## src/rtl/bus_master_port.sv

```systemverilog
// bus_master_port
// Master-side port of the serial system bus. Takes one parallel read/write
// request from local master logic, requests the bus, shifts the 2-bit slave
// select to the arbiter and waits for grant. It then serialises command,
// address and write data, or collects read data from the slave. A withdrawn
// grant (split transaction) freezes the transfer at the current bit.
// Every output is a flop. Output values are decoded from the next state, so
// each output changes on the same edge as the state it belongs to.
module bus_master_port #(
   parameter int ADDR_W = 12,
   parameter int DATA_W = 8
) (
   input  logic              MASTER_CLK,
   input  logic              MASTER_RST,
   input  logic              req_valid,
   output logic              req_ready,
   input  logic              req_write,
   input  logic [1:0]        req_slave,
   input  logic [ADDR_W-1:0] req_addr,
   input  logic [DATA_W-1:0] req_wdata,
   output logic              rsp_valid,
   output logic [DATA_W-1:0] rsp_rdata,
   output logic              M_RQST,
   output logic              M_SLAVE_SEL,
   input  logic              M_GRANT,
   input  logic              ARB_BUSY,
   input  logic              BUS_BUSY,
   output logic              M_DOUT,
   output logic              M_DVALID,
   input  logic              S_DIN,
   input  logic              S_DVALID,
   output logic              M_TX_DONE
);

   // The transmit shift register is wide enough for the address or the data word.
   localparam int SR_W  = (ADDR_W > DATA_W) ? ADDR_W : DATA_W;
   localparam int CNT_W = $clog2(SR_W + 1);
   localparam logic [CNT_W-1:0] ADDR_LAST = CNT_W'(ADDR_W - 1);
   localparam logic [CNT_W-1:0] DATA_LAST = CNT_W'(DATA_W - 1);

   typedef enum logic [3:0] {
      ST_IDLE,
      ST_ARM,
      ST_SEL0,
      ST_SEL1,
      ST_WAIT_GRANT,
      ST_CMD,
      ST_ADDR,
      ST_WDATA,
      ST_RDATA,
      ST_DONE
   } state_t;

   // Control and datapath state.
   state_t            r_state,   w_state_nxt;
   logic [CNT_W-1:0]  r_bit_cnt, w_bit_cnt_nxt;
   logic              r_write,   w_write_nxt;
   logic [1:0]        r_slave,   w_slave_nxt;
   logic [SR_W-1:0]   r_tx_sr,   w_tx_sr_nxt;
   logic [DATA_W-1:0] r_wdata,   w_wdata_nxt;
   logic [DATA_W-1:0] r_rx_sr,   w_rx_sr_nxt;

   // Output flops.
   logic              r_req_ready,   w_req_ready_nxt;
   logic              r_rsp_valid,   w_rsp_valid_nxt;
   logic [DATA_W-1:0] r_rsp_rdata,   w_rsp_rdata_nxt;
   logic              r_m_rqst,      w_m_rqst_nxt;
   logic              r_m_slave_sel, w_m_slave_sel_nxt;
   logic              r_m_dout,      w_m_dout_nxt;
   logic              r_m_dvalid,    w_m_dvalid_nxt;
   logic              r_m_tx_done,   w_m_tx_done_nxt;

   assign req_ready   = r_req_ready;
   assign rsp_valid   = r_rsp_valid;
   assign rsp_rdata   = r_rsp_rdata;
   assign M_RQST      = r_m_rqst;
   assign M_SLAVE_SEL = r_m_slave_sel;
   assign M_DOUT      = r_m_dout;
   assign M_DVALID    = r_m_dvalid;
   assign M_TX_DONE   = r_m_tx_done;

   // Next-state, datapath and registered-output decode for the transfer FSM.
   always_comb begin
      // NOTE: every variable gets its hold/idle value first, so no path
      // through the case statement can leave one unassigned and infer a latch.
      w_state_nxt       = r_state;
      w_bit_cnt_nxt     = r_bit_cnt;
      w_write_nxt       = r_write;
      w_slave_nxt       = r_slave;
      w_tx_sr_nxt       = r_tx_sr;
      w_wdata_nxt       = r_wdata;
      w_rx_sr_nxt       = r_rx_sr;
      w_m_dout_nxt      = r_m_dout;
      w_m_dvalid_nxt    = 1'b0;
      w_req_ready_nxt   = 1'b0;
      w_rsp_valid_nxt   = 1'b0;
      w_rsp_rdata_nxt   = '0;
      w_m_rqst_nxt      = 1'b0;
      w_m_slave_sel_nxt = 1'b0;
      w_m_tx_done_nxt   = 1'b0;

      case (r_state)
         ST_IDLE: begin
            if (r_req_ready && req_valid) begin
               w_write_nxt   = req_write;
               w_slave_nxt   = req_slave;
               w_tx_sr_nxt   = SR_W'(req_addr);
               w_wdata_nxt   = req_wdata;
               w_rx_sr_nxt   = '0;
               w_bit_cnt_nxt = '0;
               w_state_nxt   = ST_ARM;
            end
         end

         // Slave 0 has no bus target and completes without touching the bus.
         ST_ARM: begin
            if (r_slave == 2'd0) begin
               w_state_nxt = ST_DONE;
            end else if (!ARB_BUSY && !BUS_BUSY) begin
               w_state_nxt = ST_SEL0;
            end
         end

         ST_SEL0: w_state_nxt = ST_SEL1;

         ST_SEL1: w_state_nxt = ST_WAIT_GRANT;

         ST_WAIT_GRANT: begin
            if (M_GRANT) begin
               w_state_nxt    = ST_CMD;
               w_bit_cnt_nxt  = '0;
               w_m_dout_nxt   = r_write;
               w_m_dvalid_nxt = 1'b1;
            end
         end

         // In the transfer states, a sampled grant allows the next bit onto the
         // bus. Without grant, the counter and shift registers hold their values
         // and the bus sees M_DVALID low.
         ST_CMD: begin
            if (M_GRANT) begin
               w_state_nxt    = ST_ADDR;
               w_bit_cnt_nxt  = '0;
               w_m_dout_nxt   = r_tx_sr[0];
               w_tx_sr_nxt    = r_tx_sr >> 1;
               w_m_dvalid_nxt = 1'b1;
            end
         end

         ST_ADDR: begin
            if (M_GRANT) begin
               if (r_bit_cnt == ADDR_LAST) begin
                  w_bit_cnt_nxt = '0;
                  if (r_write) begin
                     w_state_nxt    = ST_WDATA;
                     w_m_dout_nxt   = r_wdata[0];
                     w_tx_sr_nxt    = SR_W'(r_wdata) >> 1;
                     w_m_dvalid_nxt = 1'b1;
                  end else begin
                     w_state_nxt = ST_RDATA;
                  end
               end else begin
                  w_bit_cnt_nxt  = r_bit_cnt + CNT_W'(1);
                  w_m_dout_nxt   = r_tx_sr[0];
                  w_tx_sr_nxt    = r_tx_sr >> 1;
                  w_m_dvalid_nxt = 1'b1;
               end
            end
         end

         ST_WDATA: begin
            if (M_GRANT) begin
               if (r_bit_cnt == DATA_LAST) begin
                  w_state_nxt   = ST_DONE;
                  w_bit_cnt_nxt = '0;
               end else begin
                  w_bit_cnt_nxt  = r_bit_cnt + CNT_W'(1);
                  w_m_dout_nxt   = r_tx_sr[0];
                  w_tx_sr_nxt    = r_tx_sr >> 1;
                  w_m_dvalid_nxt = 1'b1;
               end
            end
         end

         // Read bits arrive LSB first. Each one enters at the top and moves
         // down, so after DATA_W bits the first bit is at bit 0.
         ST_RDATA: begin
            if (M_GRANT && S_DVALID) begin
               w_rx_sr_nxt = {S_DIN, r_rx_sr[DATA_W-1:1]};
               if (r_bit_cnt == DATA_LAST) begin
                  w_state_nxt   = ST_DONE;
                  w_bit_cnt_nxt = '0;
               end else begin
                  w_bit_cnt_nxt = r_bit_cnt + CNT_W'(1);
               end
            end
         end

         ST_DONE: w_state_nxt = ST_IDLE;

         default: w_state_nxt = ST_IDLE;
      endcase

      // Output values for the state being entered.
      w_req_ready_nxt = (w_state_nxt == ST_IDLE);
      w_m_rqst_nxt    = w_state_nxt inside {ST_SEL0, ST_SEL1, ST_WAIT_GRANT,
                                            ST_CMD, ST_ADDR, ST_WDATA, ST_RDATA};
      if (w_state_nxt == ST_SEL0) begin
         w_m_slave_sel_nxt = w_slave_nxt[0];
      end else if (w_state_nxt == ST_SEL1) begin
         w_m_slave_sel_nxt = w_slave_nxt[1];
      end
      if (w_state_nxt == ST_DONE) begin
         w_rsp_valid_nxt = 1'b1;
         w_m_tx_done_nxt = 1'b1;
         w_rsp_rdata_nxt = w_write_nxt ? '0 : w_rx_sr_nxt;
      end
   end

   // State, datapath and output registers with synchronous active-high reset.
   always_ff @(posedge MASTER_CLK) begin
      // NOTE: sequential state uses non-blocking assignments, so every flop
      // samples values from before the edge regardless of statement order.
      if (MASTER_RST) begin
         r_state       <= ST_IDLE;
         r_bit_cnt     <= '0;
         r_write       <= 1'b0;
         r_slave       <= 2'd0;
         r_tx_sr       <= '0;
         r_wdata       <= '0;
         r_rx_sr       <= '0;
         r_req_ready   <= 1'b0;
         r_rsp_valid   <= 1'b0;
         r_rsp_rdata   <= '0;
         r_m_rqst      <= 1'b0;
         r_m_slave_sel <= 1'b0;
         r_m_dout      <= 1'b0;
         r_m_dvalid    <= 1'b0;
         r_m_tx_done   <= 1'b0;
      end else begin
         r_state       <= w_state_nxt;
         r_bit_cnt     <= w_bit_cnt_nxt;
         r_write       <= w_write_nxt;
         r_slave       <= w_slave_nxt;
         r_tx_sr       <= w_tx_sr_nxt;
         r_wdata       <= w_wdata_nxt;
         r_rx_sr       <= w_rx_sr_nxt;
         r_req_ready   <= w_req_ready_nxt;
         r_rsp_valid   <= w_rsp_valid_nxt;
         r_rsp_rdata   <= w_rsp_rdata_nxt;
         r_m_rqst      <= w_m_rqst_nxt;
         r_m_slave_sel <= w_m_slave_sel_nxt;
         r_m_dout      <= w_m_dout_nxt;
         r_m_dvalid    <= w_m_dvalid_nxt;
         r_m_tx_done   <= w_m_tx_done_nxt;
      end
   end

endmodule
```

## config.mk

```make
export PLATFORM = sky130hd
export DESIGN_NAME = bus_master_port
export DESIGN_NICKNAME = d
export VERILOG_FILES = /design/src/rtl/bus_master_port.sv
export SDC_FILE = /design/constraint.sdc
export NUM_CORES = 1
export LEC_CHECK = 0
export ABC_AREA = 1
export BUFFER_PORTS_ARGS = -buffer_cell sky130_fd_sc_hd__buf_2
export CAP_MARGIN = 5
export CORE_MARGIN = 4
export CORE_UTILIZATION = 54
export CTS_CLUSTER_SIZE = 25
export DETAILED_ROUTE_END_ITERATION = 8
export GPL_ROUTABILITY_DRIVEN = 0
export PLACE_DENSITY_LB_ADDON = 0.15
export SETUP_SLACK_MARGIN = 0.3
export SYNTH_ARGS = -nofsm -noshare
export SYNTH_HDL_FRONTEND = slang
export SYNTH_SLANG_ARGS = --single-unit
```

## constraint.sdc

```tcl
create_clock -name MASTER_CLK -period 1.9 [get_ports MASTER_CLK]
set_input_delay 0.19 -clock MASTER_CLK [delete_from_list [all_inputs] [get_ports MASTER_CLK]]
set_output_delay 0.19 -clock MASTER_CLK [all_outputs]
set_load 0.02 [all_outputs]
```

==> flow_summary.toml <==
[run_status]
status = "completed"

[final_layout]
nNetsFinal = 421
seq_area_mm2 = 0.00108
multi_input_area_mm2 = 0.00125
areaGrowthSynthToFinish_pct = 29.6
fillers = 348
num_antenna_cells = 0
final_layout_size_suffix_gt1_frac = 0.336

[routing]
wl_per_cell_um = 14.4
drc_errors = 0
ant_nets = 0
viasPerCell = 5.56
drt_iter0_markers = 296
first_pass_iters = 5
vias = 2456
wl_mm = 6.36

[critical_path]
cp.required_ns = 2.09
startpoint_type = "flip-flop"
endpoint_kind = "flip-flop"
path_class = "reg2reg"
path_max_fanout = 6
worstPathArrival_ns = 1.81

[synth]
synthesis.area_mm2 = 0.00240
syn_nets = 358
yosysWarningCount = 0
synth_largest_area_cell = "dfxtp_1"
yosys.area.top_type_share = 0.441
ys_types = 32
yosysSeqAreaShare = 0.441
syn_area_per_cell_um2 = 7.38
netlist_top_cells_area = "dfxtp_1, a21oi_1, nand2_1, inv_1, o21ai_0"
synthCells = 326
yosys_register_bits = 53

[global_routing]
grt_usage = 0.219
grt_max_degree = 22
grt-ovfl-total = 0
grt_pass1_wl_mm = 9.51
antenna_found_initial = 0
grt_pass1_vias = 2043

[timing]
drv_slew = 0
finalHoldViolCount = 0
whs_ns = 0.151
fin_setup_tns_ns = 0
fmax_mhz = 616
skew_ns = 0.00780
slew_headroom = 0.800
post-route-period-util = 0.855
layout_min_cycle_time_ns = 1.62
tightest_slew_ns = 0.297
rsz0062_at_grt = "yes"
setup_viol = 0

[floorplanning]
die_area_mm2 = 0.00559
ios = 46
fp.dieH_um = 74.7
start_util = 0.556
rows = 24
core_area_mm2 = 0.00432
die_w_um = 74.7

[power]
p_leak_nw = 1.38
ir_worst_vdd_uv = 679
pwr_density_cell_mw_per_mm2 = 871

[clocking]
clk_latency_ns = 0.31
cts-root-to-sink-buffers = 2
cts_hold_buf = 0
cts_tree = "done"
clock_sinks = 53
cts-buffers-inserted = 5
root_buffer = "clkbuf_8"
cts.reportedPaths.clkPinSlew_ns = 0.10
cts_htree_levels = 2

[run]
max_cap_viol_count = 0

[place]
io_buffer_count = 45
hpwl_mm = 3.82

[hold_path]
hold_path_class = "in2reg"
[logic make-up (layout without fill, tap and decap cells)]
logic type                 count (synthesis)  count (layout)  synth area share
and+or+nand+nor                          114             115             0.224
AOI/OAI and AO/OA                         96              96             0.223
buffers and inverters                     61             124             0.103
DFF                                       53              53             0.441
adders and majority gates                  1               1           0.00520
xor gates and xnor gates                   1               1           0.00364
[cell usage after synthesis]
master	instances
dfxtp_1	53
nand2_1	43
inv_1	41
a21oi_1	37
nor2_1	32
o21ai_0	28
nand3_1	18
o21ai_1	11
inv_2	7
buf_2	6
a22oi_1	5
clkbuf_1	5
nor2_4	5
o22ai_1	5
nand2_2	3
nand4_1	3
nor2_2	3
a211oi_1	2
nand3_2	2
nor3_1	2
o2111ai_1	2
o21ai_2	2
or2_1	2
a211o_1	1
buf_4	1
buf_6	1
ha_1	1
nand4_2	1
o211ai_1	1
o21bai_1	1
o22ai_2	1
xor2_1	1
[power breakdown]
group,switching [W],total (W),internal (W),leakage (nW)
logic,0.000413,0.000676,0.000263,0.891
clock network,0.000376,0.000714,0.000337,0.0549
registers,0.0000853,0.00133,0.00124,0.436
total,0.000875,0.00272,0.00184,1.38
[worst max-delay path, cell delays in order (launching register included)]
cell and delay, ns:
dfxtp_2 0.38, ha_4 0.16, nand2_1 0.09, nor2_4 0.16, buf_4 0.13, buf_4 0.13
o22ai_4 0.08, buf_6 0.14, a21oi_1 0.15, a21oi_1 0.09
[path summary, 6_finish.rpt]
kind                                   start  cells after the start  slack [ns]    endpoint
worst max-delay path            r_bit_cnt[1]                      9        0.28  r_tx_sr[3]
worst min-delay path            req_wdata[7]                      3        0.15  r_wdata[7]
worst max register to register  r_bit_cnt[1]                      9        0.28  r_tx_sr[3]
worst min register to register    r_wdata[0]                      2        0.45  r_wdata[0]
[layer usage]
layer / global-route usage / wire [um]
met2: 0.332 / 2960
met3: 0.0401 / 454
met4: 0.0652 / 114
met5: 0 / 0
met1: 0.317 / 2830
[layout by cell type (no fill, tap or decap), drive strengths merged]
| cell type | Yosys | final |
|---|---|---|
| a211o | 1 | 1 |
| or2 | 2 | 2 |
| xor2 | 1 | 1 |
| o211ai | 1 | 1 |
| a211oi | 2 | 2 |
| o21bai | 1 | 1 |
| inv | 48 | 49 |
| nand2 | 46 | 46 |
| dfxtp | 53 | 53 |
| clkbuf | 5 | 7 |
| ha | 1 | 1 |
| nand3 | 20 | 20 |
| nand4 | 4 | 4 |
| o2111ai | 2 | 2 |
| buf | 8 | 68 |
| nor3 | 2 | 2 |
| o22ai | 6 | 6 |
| a21oi | 37 | 37 |
| nor2 | 40 | 41 |
| o21ai | 41 | 41 |
| a22oi | 5 | 5 |
[metrics by stage]
stage	instance area [um^2]	total power (W)	utilization	cells	setup WS (ns)
2_1_floorplan	2400	0.00173	-	326	0.420
3_3_place_gp	2680	0.00184	0.620	417	0.149
3_5_place_dp	2680	0.00185	0.620	417	0.143
4_1_cts	2890	0.00264	0.668	430	0.292
5_1_grt	3120	0.00284	0.720	442	0.223
6_report	3120	0.00272	0.720	442	0.276
[cell type report]
cell class	count	share of cell area
multi-input combinational	213	0.401
sequential	53	0.347
timing repair buffer	68	0.138
inverter	48	0.0594
clock buffer	7	0.0309
tap	52	0.0209
clock inverter	1	0.00281
[registers in the layout, summed over array words and instances (netlist names)]
name,cells
M_SLAVE_SEL,1
r_bit_cnt,4
rsp_rdata,8
req_ready,1
r_wdata,8
r_rx_sr,8
M_TX_DONE,1
M_DVALID,1
r_slave,2
M_RQST,1
M_DOUT,1
r_write,1
r_state,4
r_tx_sr,12
[repair_timing]
action | in CTS | in global routing
endpoints found under the hold margin | 0 | 0
pin swaps | 4 | 18
setup endpoints to repair | 30 | 32
gates resized for setup | 17 | 42
gates cloned | 1 | 1
setup buffers | 4 | 11
Note: power is estimated with default switching activity, not from simulation.
